$ cat src/rtl/stream_mux_rr.sv
// N-channel, W-bit stream multiplexer with round-robin arbitration and a one-word registered output stage.
// Optional manual channel select is compiled in with `define STREAM_MUX_FORCE_SEL_EN.
module stream_mux_rr #(
    parameter int N = 4,
    parameter int W = 8,
    localparam int CW = $clog2(N)
) (
    input  logic            clk,
    input  logic            rst,
    input  logic [N*W-1:0]  in_data,
    input  logic [N-1:0]    in_valid,
    output logic [N-1:0]    in_ready,
    output logic [W-1:0]    out_data,
    output logic [CW-1:0]   out_chan,
    output logic            out_valid,
    input  logic            out_ready,
    input  logic            force_en,
    input  logic [CW-1:0]   sel,
    output logic [CW-1:0]   dbg_ptr
);

    // Handshake: a word moves on any port in the cycle where valid and ready are
    // both high at the rising edge; ready never depends on the data lines.

    logic [CW-1:0] ptr;
    logic          load_en;
    logic          force_active;
    logic          grant_any;
    logic [CW-1:0] grant_idx;
    logic [CW-1:0] cand_idx;
    logic [N-1:0]  grant_onehot;
    logic [W-1:0]  grant_data;
    logic          transfer;

`ifdef STREAM_MUX_FORCE_SEL_EN
    assign force_active = force_en;
`else
    logic force_unused;
    assign force_unused = force_en;
    assign force_active = 1'b0;
`endif

    // The output register can take a word when empty or being drained this cycle.
    assign load_en = !out_valid || out_ready;

    // Grant selection: forced channel when manual select is active, otherwise
    // the first valid channel after ptr, wrapping modulo N.
    always_comb begin
        grant_any = 1'b0;
        grant_idx = '0;
        cand_idx  = '0;
        if (force_active) begin
            for (int i = 0; i < N; i++) begin
                if (CW'(i) == sel && in_valid[i]) begin
                    grant_any = 1'b1;
                    grant_idx = CW'(i);
                end
            end
        end else begin
            for (int k = 1; k <= N; k++) begin
                cand_idx = CW'((int'(ptr) + k) % N);
                if (!grant_any && in_valid[cand_idx]) begin
                    grant_any = 1'b1;
                    grant_idx = cand_idx;
                end
            end
        end
    end

    always_comb begin
        grant_onehot = '0;
        grant_data   = '0;
        for (int i = 0; i < N; i++) begin
            if (grant_any && grant_idx == CW'(i)) begin
                grant_onehot[i] = 1'b1;
                grant_data      = in_data[i*W +: W];
            end
        end
    end

    assign in_ready = grant_onehot & {N{load_en && !rst}};
    assign transfer = grant_any && load_en;

    always_ff @(posedge clk) begin
        if (rst) begin
            out_valid <= 1'b0;
            out_data  <= '0;
            out_chan  <= '0;
            ptr       <= CW'(N - 1);
        end else if (load_en) begin
            if (transfer) begin
                out_data  <= grant_data;
                out_chan  <= grant_idx;
                out_valid <= 1'b1;
                ptr       <= grant_idx;
            end else begin
                // Drain (or stay empty); data and channel keep their last value.
                out_valid <= 1'b0;
            end
        end
    end

    assign dbg_ptr = ptr;

endmodule

$ cat config.mk
export PLATFORM = sky130hd
export DESIGN_NAME = stream_mux_rr
export DESIGN_NICKNAME = d
export VERILOG_FILES = /design/src/rtl/stream_mux_rr.sv
export SDC_FILE = /design/constraint.sdc
export NUM_CORES = 1
export LEC_CHECK = 0
export ABC_AREA = 1
export CAP_MARGIN = 25
export CORE_MARGIN = 1.5
export CORE_UTILIZATION = 41
export DETAILED_ROUTE_END_ITERATION = 7
export PLACE_DENSITY = 0.8
export SLEW_MARGIN = 20
export SYNTH_ARGS = -nofsm -noshare
export SYNTH_HDL_FRONTEND = slang
export SYNTH_SLANG_ARGS = --single-unit
$ cat constraint.sdc
create_clock -name clk -period 2.34 [get_ports clk]
set_input_delay 0.468 -clock clk [delete_from_list [all_inputs] [get_ports clk]]
set_output_delay 0.468 -clock clk [all_outputs]
set_load 0.005 [all_outputs]
Word level (Yosys, flattened, before mapping)
Cells that the tools add are included.
Widths: inputs -> output; s select.
- register bits: 13
- input bits: 42
- output and inout port bits: 17
- word-level logic and storage cells: 58
- add/sub/neg operators: 4
- magnitude comparators: 4
- equality and inequality tests: 3
- multiplexer cells: 25
- bitwise operators: 1
- reductions and logical operators: 17
- operator list (cell ; count):
    $mux 8 ; 4
    $mux 1 ; 13
    $lt 2x3->1 const B ; 4
    $logic_and 1x1->1 ; 9
    $bmux 1 s2 ; 4
    $mux 2 ; 4
    $logic_not 1->1 ; 5
    $add 2x1->2 const B ; 2
    $add 2x2->2 const B ; 2
    $and 4x4->4 ; 1
    $eq 2x2->1 const B ; 2
    $eq 2x1->1 const B ; 1
    $logic_not 2->1 ; 1
    $reduce_and 2->1 ; 1
    $logic_or 1x1->1 ; 1

Logic depth before layout (Yosys ltp)
Gate-level depths: netlist of the first run.
- depth after elaboration: 19
- gate-level depth with buffers: 16
- gate-level depth less buffers: 15

Worst setup path before layout of the first run
No wires, ideal clock.
- kind: flip-flop to output port
- from: register ptr[0] (netlist: dbg_ptr[0])
- to: output port in_ready[2]
- data arrival time: 1588 ps
- required time: 1872 ps
- setup slack: 284 ps
- stages on the path, launching flop included: 11
- buffers on the path: 2
- cell sequence: dfxtp_1 buf_4 nand2_1 nand2_2 nand2_4 nand2_4 nor2_1 a21oi_2 nand3_4 buf_8 nor3_1
- cells in the longest elaborated chain, start to end: 17
- elaborated cells on any way between the ends: 30
- those cells by class: add/sub (4); eq/ne (1); mux (17); bitwise (1); reduce/logical (7)
- ends and longest elaborated chain (element ; line ; source):
    start, declared ; 25 ; logic [CW-1:0] ptr;
    start signal, assigned ; 89 ; ptr <= CW'(N - 1);
    start signal, assigned ; 95 ; ptr <= grant_idx;
    $add 2x1->2 ; 61 ; cand_idx = CW'((int'(ptr) + k) % N);
    $bmux 1 s2 ; 62 ; if (!grant_any && in_valid[cand_idx]) begin
    $mux 1 (implied by the code) ; 62 ;
    $mux 1 ; 62 ;
    $logic_not 1->1 ; 62 ;
    $logic_and 1x1->1 ; 62 ;
    $mux 1 ; 62 ;
    $logic_not 1->1 ; 62 ;
    $logic_and 1x1->1 ; 62 ;
    $mux 1 ; 62 ;
    $logic_not 1->1 ; 62 ;
    $logic_and 1x1->1 ; 62 ;
    $mux 2 ; 62 ;
    $eq 2x2->1 ; 74 ; if (grant_any && grant_idx == CW'(i)) begin
    $logic_and 1x1->1 * ; 74 ;
    $mux 1 * ; 74 ;
    $and 4x4->4 * ; 81 ; assign in_ready = grant_onehot & {N{load_en && !rst}};
    end, declared ; 12 ; output logic [N-1:0] in_ready,
Every way passes the cells marked *; elsewhere a longest branch is shown, timed or not. The select of a mux whose other input is x is not followed.

Worst setup path in the final report of the first run
- from: register ptr[0] (netlist: dbg_ptr[0])
- to: output port in_ready[3]
The elaborated chain is that of the path after synthesis.

==> results.tsv, run 1 <==
metric	value	unit
critPathArrivalTime	1.90	ns
drc	3	
rr_worst_depth	16	
stdcell_area	2110	µm²
fin_ws	-0.0236	ns
synth-seq-area-share	21.2	%
grt_pass1_vias	1441	
rows	19	
place_congestion	0.872	
grt_max_degree	13	
hold_path_startpoint	out_chan[0]$_SDFFE_PP0P_	
crit_fanout	5	
maxCapViolations	0	
post_synth.cell_area_avg	6.81	µm²
drive_gt1_share	37.8	%
hpwl	2730	µm
ys_ff_latch	13	
ir_drop	0.000661	V
grt_antenna_before_repair	0	
status	finished with violations	
rsz0062_at_grt	yes	
numCtsBuffers	3	
die_x	57.7	µm
end_kind	output pin	
drv_slew	0	
synth-warning-count	0	
syn_nets	222	
cp-start-kind	flop	
port_buffers	55	
r2r-start	dbg_ptr[0]$_SDFFE_PP1P_	
diodes	0	
path_clk_slew	0.08	ns
firstDrtPassIters	6	
path_class	flop to output pin	
skew	0.00201	ns
clkSinkCount	13	
ant_nets	0	
hold_path.class	flop to flop	
placed_cell_area	1920	µm²
setup_viol	2	
root_buffer	clkbuf_4	
initial_utilization	43.7	%
worst_r2r_endpoint	out_data[4]$_SDFFE_PP0P_	
finish.utilization	75.1	%
layout_common_cells	47 x clkdlybuf4s50_1, 35 x nand2_1, 30 x buf_4, 19 x inv_1, 17 x o21ai_1	
area_growth	71.9	%
grt_usage	23.8	%
hold_ws	0.465	ns
clock_path_buffers	2	
worst_pin_slew	0.293	ns
wl_per_cell	14.3	µm
synth_cell_types	27	
p_leak	0.953	nW
grt_overflow	0	
insertion_delay	0.27	ns
core	2810	µm²
hold_buffers	0	
grt_pass1_wl	6180	µm
clock.fmax	423	MHz
cp.required	1.87	ns
viasPerCell	5.25	
htreeDepth	1	
pin_count	59	
holdPathStages	2	
cts_tree	yes	
synthCells	180	
min_to	out_chan[0]$_SDFFE_PP0P_	
min_period	2.36	ns
routed_wl	4190	µm
vias	1539	
p_per_area	1570	nW/µm²
power	3.31	mW
nNetsFinal	305	
relSlewSlack	80.4	%
synth_area	1220	µm²
dieArea	3320	µm²
layout_commonest_cell	clkdlybuf4s50_1	
finalHoldViolations	0	
drt_iter0_markers	86	
violations	design-rule violations, negative setup slack	
tns	-0.0310	ns
fin_crit_sh	101	%
r2r_setup_slack	0.24	ns
dieHeight	57.7	µm
worst max-delay path, cell delays in order, from the launching register on:
cell and delay, ns:
dfxtp_4 0.38, buf_6 0.13, nand2_2 0.06, nand2_2 0.08, nand2_2 0.10, nand2_4 0.09
nor2_8 0.13, nand2_2 0.08, nor2_4 0.15, nor2_8 0.06, inv_4 0.07, nand2_4 0.06
nor2_4 0.09, buf_2 0.13
logic make-up (layout without fill, tap and decap cells):
logic type	count (synthesis)	count (layout)	synth area share [%]
compound gates	33	33	17.5
buf+inv	31	113	12.9
flops	13	13	21.2
simple gates	103	103	48.4
sequential cells by signal, indices dropped and copies added, names as in the netlist:
name / flops
dbg_ptr: 2
out_chan: 2
out_data: 8
out_valid: 1
metrics by stage:
step	cells	setup WS, ns
final	293	-0.0236
after global routing	293	-0.107
after CTS	291	0.00109
after detailed placement	281	-0.580
after global placement	281	-0.564
after floorplan	180	0.284
area by class of cell:
type                       count  area [µm²]
tap                           31        38.8
multi-input combinational    136         907
fill                         213         699
sequential                    13         268
inverter                      22        92.6
timing repair buffer          87         773
clock buffer                   4        26.3
synth_stat cells, drive strengths merged:
master	instances	area, µm²
nand2	56	250
nand3	25	183
inv	22	85.1
o21ai	19	98.9
dfxtp	13	260
a21oi	11	88.8
nand4	11	68.8
nor2	9	81.3
buf	6	61.3
clkbuf	3	11.3
nor3	2	10.0
o211ai	2	15.0
a21boi	1	11.3
worst max-delay path by stage:
stage	slack, ns	startpoint	end
6_report	-0.02	dbg_ptr[0]$_SDFFE_PP1P_	in_ready[3]
5_1_grt	-0.11	dbg_ptr[0]$_SDFFE_PP1P_	in_ready[3]
4_1_cts	0.001	dbg_ptr[0]$_SDFFE_PP1P_	in_ready[3]
3_5_place_dp	-0.58	in_valid[1]	in_ready[0]
3_3_place_gp	-0.56	in_valid[0]	in_ready[1]
2_1_floorplan	0.28	dbg_ptr[0]$_SDFFE_PP1P_	in_ready[2]
routing by layer:
layer | vias up | track usage [%] | wire length [µm]
li1 | 763 | - | -
met1 | 698 | 28.5 | 1730
met2 | 72 | 41.6 | 2070
met3 | 6 | 8.26 | 332
met4 | 0 | 4.32 | 60
met5 | - | 0 | 0
power by group:
part | total, mW | switching, mW | internal (mW)
combinational | 2.80 | 1.57 | 1.24
sequential | 0.374 | 0.0613 | 0.313
clock | 0.139 | 0.0725 | 0.0661
what timing repair did:
item,CTS,global route
pin swaps,16,16
gates resized for setup,38,18
setup endpoints to repair,4,4
setup buffers,6,2
(Power assumes the default switching activity.)
==> run 2: changes to the inputs <==
--- a/config.mk
+++ b/config.mk
@@ -6,11 +6,12 @@
 export NUM_CORES = 1
 export LEC_CHECK = 0
 export ABC_AREA = 1
+export ABC_CLOCK_PERIOD_IN_PS = 2340
 export CAP_MARGIN = 25
 export CORE_MARGIN = 1.5
-export CORE_UTILIZATION = 41
+export CORE_UTILIZATION = 40
 export DETAILED_ROUTE_END_ITERATION = 7
-export PLACE_DENSITY = 0.8
+export PLACE_DENSITY = 0.78
 export SLEW_MARGIN = 20
 export SYNTH_ARGS = -nofsm -noshare
 export SYNTH_HDL_FRONTEND = slang
==> run 2 against run 1 <==
The flow finishes with violations (negative setup slack). Critical path depth down 1. Count of clock-buffer cells in the layout unchanged. First-iteration DRC count fell by 4.7%. Maximum frequency shrank 1.4%. Register-to-register slack lost 0.14 ns. Critical path type is now primary input to output pin.
==> results.tsv, run 2 (synthesis results as in run 1) <==
metric	value	unit	change
status	finished with violations		
violations	negative setup slack		
numCtsBuffers	3		unchanged
dp_cells	280		-0.36%
largest_reg_flops	8		unchanged
ant_nets	0		unchanged
ir_drop	0.000908	V	+37%
grt_antenna_before_repair	0		unchanged
crit_path_cell_trace	dlygate4sd2_1, inv_1, nand2_1, nand3_2, nand2_4, nor2_8, buf_6, nand4_1, nand3_4, nand2_4, nor2_2, buf_2		
insertion_delay	0.27	ns	about the same
switching_share	49.3	%	-2.0 points
p_comb_share	85.1	%	+0.6 points
max_stage_delay	0.29	ns	-0.09 ns
routed_wl	3860	µm	-7.8%
critPathTopFamily	simple AND/OR/NAND/NOR gates		
regMostFlops	out_data		
crit_buf_inv	4		+1
hold_ws	0.462	ns	-0.00333 ns
wl_per_cell	13.0	µm	-9.3%
root_buffer	clkbuf_4		
p_leak	1.01	nW	+5.7%
viasPerCell	5.17		-1.6%
cts_tree	yes		
r2r_setup_slack	0.10	ns	-0.14 ns
slowest_stage	dlygate4sd2_1		
layout_commonest_cell	clkdlybuf4s50_1		
fin_crit_sh	102	%	+1.4 points
hold_path_startpoint	out_chan[1]$_SDFFE_PP0P_		
cp-startpoint	in_valid[0]		
seq_area	268	µm²	unchanged
tns	-0.0562	ns	-0.0252 ns
hold_path.class	flop to flop		
grt_max_degree	17		+4
drive_gt1_share	38.2	%	+0.42 points
clock_path_buffers	2		unchanged
htreeDepth	1		unchanged
drc	0		-3
cp.required	1.87	ns	about the same
multi_input_area	932	µm²	+2.8%
power.switching	1.67	mW	-1.8%
finalHoldViolations	0		unchanged
die_x	58.3	µm	+1.2%
worst_r2r_endpoint	out_data[3]$_SDFFE_PP0P_		
clock.fmax	417	MHz	-1.4%
maxCapViolations	0		unchanged
dieArea	3400	µm²	+2.4%
grt_overflow	0		unchanged
drt_iter0_markers	82		-4.7%
crit_fanout	4		-1
dieHeight	58.3	µm	+1.2%
power_frac_seq	11.0	%	-0.3 points
fillCellCount	212		-0.47%
p_int	1.72	mW	+6.5%
critPathArrivalTime	1.93	ns	+0.03 ns
grt_pass1_vias	1415		-1.8%
rr_worst_depth	17		+1
crit_cells	12		-1
cp-start-kind	primary input		
end_kind	output pin		
r2r-start	dbg_ptr[0]$_SDFFE_PP1P_		
path_class	primary input to output pin		
place_ws	-0.578	ns	+0.00222 ns
diodes	0		unchanged
core	2830	µm²	+0.85%
fin_ws	-0.0562	ns	-0.0326 ns
area_growth	77.3	%	
vias	1541		+0.13%
worst_pin_slew	0.267	ns	-0.0259 ns
rows	19		unchanged
place_congestion	0.810		-7.1%
clkSinkCount	13		unchanged
port_buffers	55		unchanged
skew	0.000843	ns	-0.00117 ns
power	3.39	mW	+2.3%
final_cells	298		+1.7%
p_clk_share	3.9	%	-0.3 points
path_clk_slew	0.07	ns	about the same
setup_viol	1		-1
rsz0062_at_grt	yes		
layout_common_cells	47 x clkdlybuf4s50_1, 34 x nand2_1, 34 x buf_4, 19 x inv_1, 17 x o21ai_1		
drv_slew	0		unchanged
pin_count	59		unchanged
relSlewSlack	82.2	%	+1.8 points
crit_path_frequent_cell	nand2_4		
p_per_area	1560	nW/µm²	-0.86%
hpwl	2710	µm	-0.92%
min_period	2.40	ns	+0.0326 ns
crit_end	in_ready[3]		
grt_usage	22.7	%	-1.1 points
grt_pass1_wl	5980	µm	-3.1%
nNetsFinal	310		+1.6%
initial_utilization	43.3	%	-0.37 points
firstDrtPassIters	6		unchanged
-- run 2: worst min path at each step --
| stage | end | depth (start not counted) | slack, ns |
|---|---|---|---|
| 3_5_place_dp | out_chan[1]$_SDFFE_PP0P_ | 2 | 0.46 |
| 6_report | out_chan[1]$_SDFFE_PP0P_ | 2 | 0.46 |
| 3_3_place_gp | out_chan[1]$_SDFFE_PP0P_ | 2 | 0.45 |
| 2_1_floorplan | out_chan[0]$_SDFFE_PP0P_ | 2 | 0.46 |
| 4_1_cts | out_chan[1]$_SDFFE_PP0P_ | 2 | 0.46 |
| 5_1_grt | out_chan[0]$_SDFFE_PP0P_ | 2 | 0.48 |
-- run 2: repair_timing --
action | 4_1_cts | 5_1_grt
buffers inserted | 11 | 3
hold endpoints to repair | 0 | 0
pin swaps | 19 | 17
endpoints found under the setup margin | 4 | 5
hold buffers | 0 | 0
resized for setup | 48 | 14
-- run 2: worst min-delay path, stage by stage (launching register included) --
cell and delay (ns):
dfxtp_1 0.31, nand2_1 0.06, a21oi_1 0.05
-- run 2: final cells by class --
type / count / share of cell area [%]
inverters: 22 / 4.26
repair buffers: 92 / 37.5
clock buffers: 4 / 1.21
flip-flops and latches: 13 / 12.3
well taps: 31 / 1.79
multi-input cells: 136 / 42.9
-- run 2: metal layers --
| metal | routed length [µm] | track usage, % | share of wire, % |
|---|---|---|---|
| met1 | 1600 | 26.8 | 41 |
| met4 | 52 | 4.32 | 1.3 |
| met5 | 0 | 0 | 0 |
| met2 | 1940 | 41.1 | 50 |
| met3 | 271 | 6.37 | 7.0 |
-- run 2: power by group through the flow --
stage / Sequential, mW / Clock, mW / Combinational [mW]
2_1_floorplan: 0.361 / 0 / 1.66
3_3_place_gp: 0.353 / 0 / 2.35
3_5_place_dp: 0.354 / 0 / 2.38
4_1_cts: 0.370 / 0.140 / 2.68
5_1_grt: 0.381 / 0.156 / 3.15
6_report: 0.372 / 0.133 / 2.88
-- run 2: stage by stage --
stage | util (%) | instance area (µm²)
4_1_cts | 73.6 | 2080
5_1_grt | 76.8 | 2170
6_report | 76.8 | 2170
2_1_floorplan | - | 1220
3_5_place_dp | 67.7 | 1910
3_3_place_gp | 67.7 | 1910
==> run 3: changes to the inputs <==
--- a/config.mk
+++ b/config.mk
@@ -12,6 +12,7 @@
 export CORE_UTILIZATION = 40
 export DETAILED_ROUTE_END_ITERATION = 7
 export PLACE_DENSITY = 0.78
+export SKIP_CTS_REPAIR_TIMING = 1
 export SLEW_MARGIN = 20
 export SYNTH_ARGS = -nofsm -noshare
 export SYNTH_HDL_FRONTEND = slang
==> run 3 against run 2 <==
The run still ends with negative setup slack left. Total power shrank 2.2%. Wire length shrank 1.2%. Via count shrank 2.2%. Count of clock-buffer cells in the layout is the same. Clock skew is essentially flat. Largest power group unchanged.
==> results.tsv, run 3 (synthesis results as in run 1) <==
metric	value	unit	change
status	finished with violations		
violations	negative setup slack		
routed_wl	3810	µm	-1.2%
cp-start-kind	flop		
grt_overflow	0		unchanged
diodes	0		unchanged
port_buffers	55		unchanged
placed_cell_area	1910	µm²	unchanged
place_ws	-0.578	ns	unchanged
drv_slew	0		unchanged
fin_ws	-0.0424	ns	+0.0138 ns
drt_iter0_markers	64		-22%
vias	1507		-2.2%
p_clk_share	4.0	%	about the same
setup_viol	3		+2
clkSinkCount	13		unchanged
finalHoldViolations	0		unchanged
die_x	58.3	µm	unchanged
clock_path_buffers	2		unchanged
power_frac_seq	11.2	%	+0.2 points
r2r-start	dbg_ptr[0]$_SDFFE_PP1P_		
rsz0062_at_grt	yes		
maxCapViolations	0		unchanged
ant_nets	0		unchanged
drive_gt1_share	37.0	%	-1.2 points
drc	0		unchanged
largest_reg_flops	8		unchanged
worst_r2r_endpoint	out_data[7]$_SDFFE_PP0P_		
worst_pin_slew	0.266	ns	-0.00116 ns
place_congestion	0.810		unchanged
dieArea	3400	µm²	unchanged
rows	19		unchanged
power.switching	1.67	mW	-0.17%
area_growth	74.3	%	
path_class	flop to output pin		
dieHeight	58.3	µm	unchanged
hpwl	2710	µm	unchanged
p_comb_share	84.8	%	-0.3 points
grt_pass1_vias	1280		-9.5%
grt_pass1_wl	5440	µm	-9.1%
grt_max_degree	17		unchanged
p_per_area	1550	nW/µm²	-0.52%
wl_per_cell	13.0	µm	+0.44%
crit_fanout	5		+1
stdcell_area	2130	µm²	-1.7%
relSlewSlack	82.3	%	about the same
grt_antenna_before_repair	0		unchanged
htreeDepth	1		unchanged
cp.required	1.87	ns	about the same
critPathArrivalTime	1.91	ns	-0.02 ns
p_int	1.65	mW	-4.2%
layout_common_cells	47 x clkdlybuf4s50_1, 35 x nand2_1, 29 x buf_4, 19 x inv_1, 17 x o21ai_1		
path_clk_slew	0.07	ns	about the same
nNetsFinal	305		-1.6%
numCtsBuffers	3		unchanged
min_period	2.38	ns	-0.0138 ns
end_kind	output pin		
hold_path.class	flop to flop		
fillCellCount	222		+4.7%
insertion_delay	0.27	ns	about the same
ir_drop	0.000846	V	-6.8%
firstDrtPassIters	4		-2
root_buffer	clkbuf_4		
hold_path_startpoint	out_chan[1]$_SDFFE_PP0P_		
fin_crit_sh	102	%	-0.59 points
pin_count	59		unchanged
cts_tree	yes		
min_to	out_chan[1]$_SDFFE_PP0P_		
viasPerCell	5.14		-0.54%
rr_worst_depth	15		-2
holdPathStages	2		unchanged
finish.utilization	75.5	%	-1.3 points
grt_usage	20.6	%	-2.2 points
switching_share	50.3	%	+1.0 points
layout_commonest_cell	clkdlybuf4s50_1		
regMostFlops	out_data		
p_leak	0.986	nW	-2.1%
skew	0.000852	ns	+0.00000902 ns
clock.fmax	420	MHz	+0.58%
tns	-0.0860	ns	-0.0299 ns
initial_utilization	43.3	%	unchanged
r2r_setup_slack	0.23	ns	+0.13 ns
core	2830	µm²	unchanged
run 3: layout make-up:
class                           instances  area [µm²]  share of cell area [%]
Timing Repair Buffer                   87         792                    37.1
Tap cell                               31        38.8                    1.82
Inverter                               22        92.6                    4.34
Multi-Input combinational cell        136         917                    43.0
Clock buffer                            4        26.3                    1.23
Sequential cell                        13         268                    12.5
run 3: worst max-delay path by stage:
stage                     slack, ns               startpoint     endpoint
after floorplan                0.28  dbg_ptr[0]$_SDFFE_PP1P_  in_ready[2]
after global placement        -0.56              in_valid[0]  in_ready[0]
after detailed placement      -0.58              in_valid[1]  in_ready[0]
after CTS                     -0.59              in_valid[1]  in_ready[0]
after global routing          -0.18  dbg_ptr[0]$_SDFFE_PP1P_  in_ready[1]
final                         -0.04  dbg_ptr[0]$_SDFFE_PP1P_  in_ready[3]
run 3: per-layer routing:
metal	GRT usage (%)	routed length, µm	up-vias
met3	6.59	255	2
met5	0	0	-
met4	3.99	18	0
li1	-	-	766
met1	25.8	1550	685
met2	34.7	1990	54
run 3: critical path, stage by stage, from the launching register on:
cell and delay, ns:
dfxtp_4 0.37, buf_6 0.12, nand2_2 0.06, nand2_2 0.07, nand2_2 0.10, nand2_4 0.08, nor2_8 0.18, nand2_4 0.07
nor2_4 0.18, nor2_8 0.07, inv_4 0.08, nand2_4 0.05, nor2_2 0.07, buf_2 0.12
run 3: power by group through the flow:
| stage | logic [mW] | clock network, mW | registers, mW |
|---|---|---|---|
| detailed placement | 2.38 | 0 | 0.354 |
| finish | 2.81 | 0.133 | 0.372 |
| global placement | 2.35 | 0 | 0.353 |
| CTS | 2.39 | 0.140 | 0.349 |
| floorplan | 1.66 | 0 | 0.361 |
| global route | 3.07 | 0.156 | 0.382 |
run 3: per-stage QoR:
stage / hold slack [ns] / instances / total power [mW]
after global routing: 0.476 / 293 / 3.61
after detailed placement: 0.455 / 280 / 2.73
after floorplan: 0.462 / 180 / 2.02
final: 0.462 / 293 / 3.31
after global placement: 0.452 / 280 / 2.71
after CTS: 0.465 / 284 / 2.88
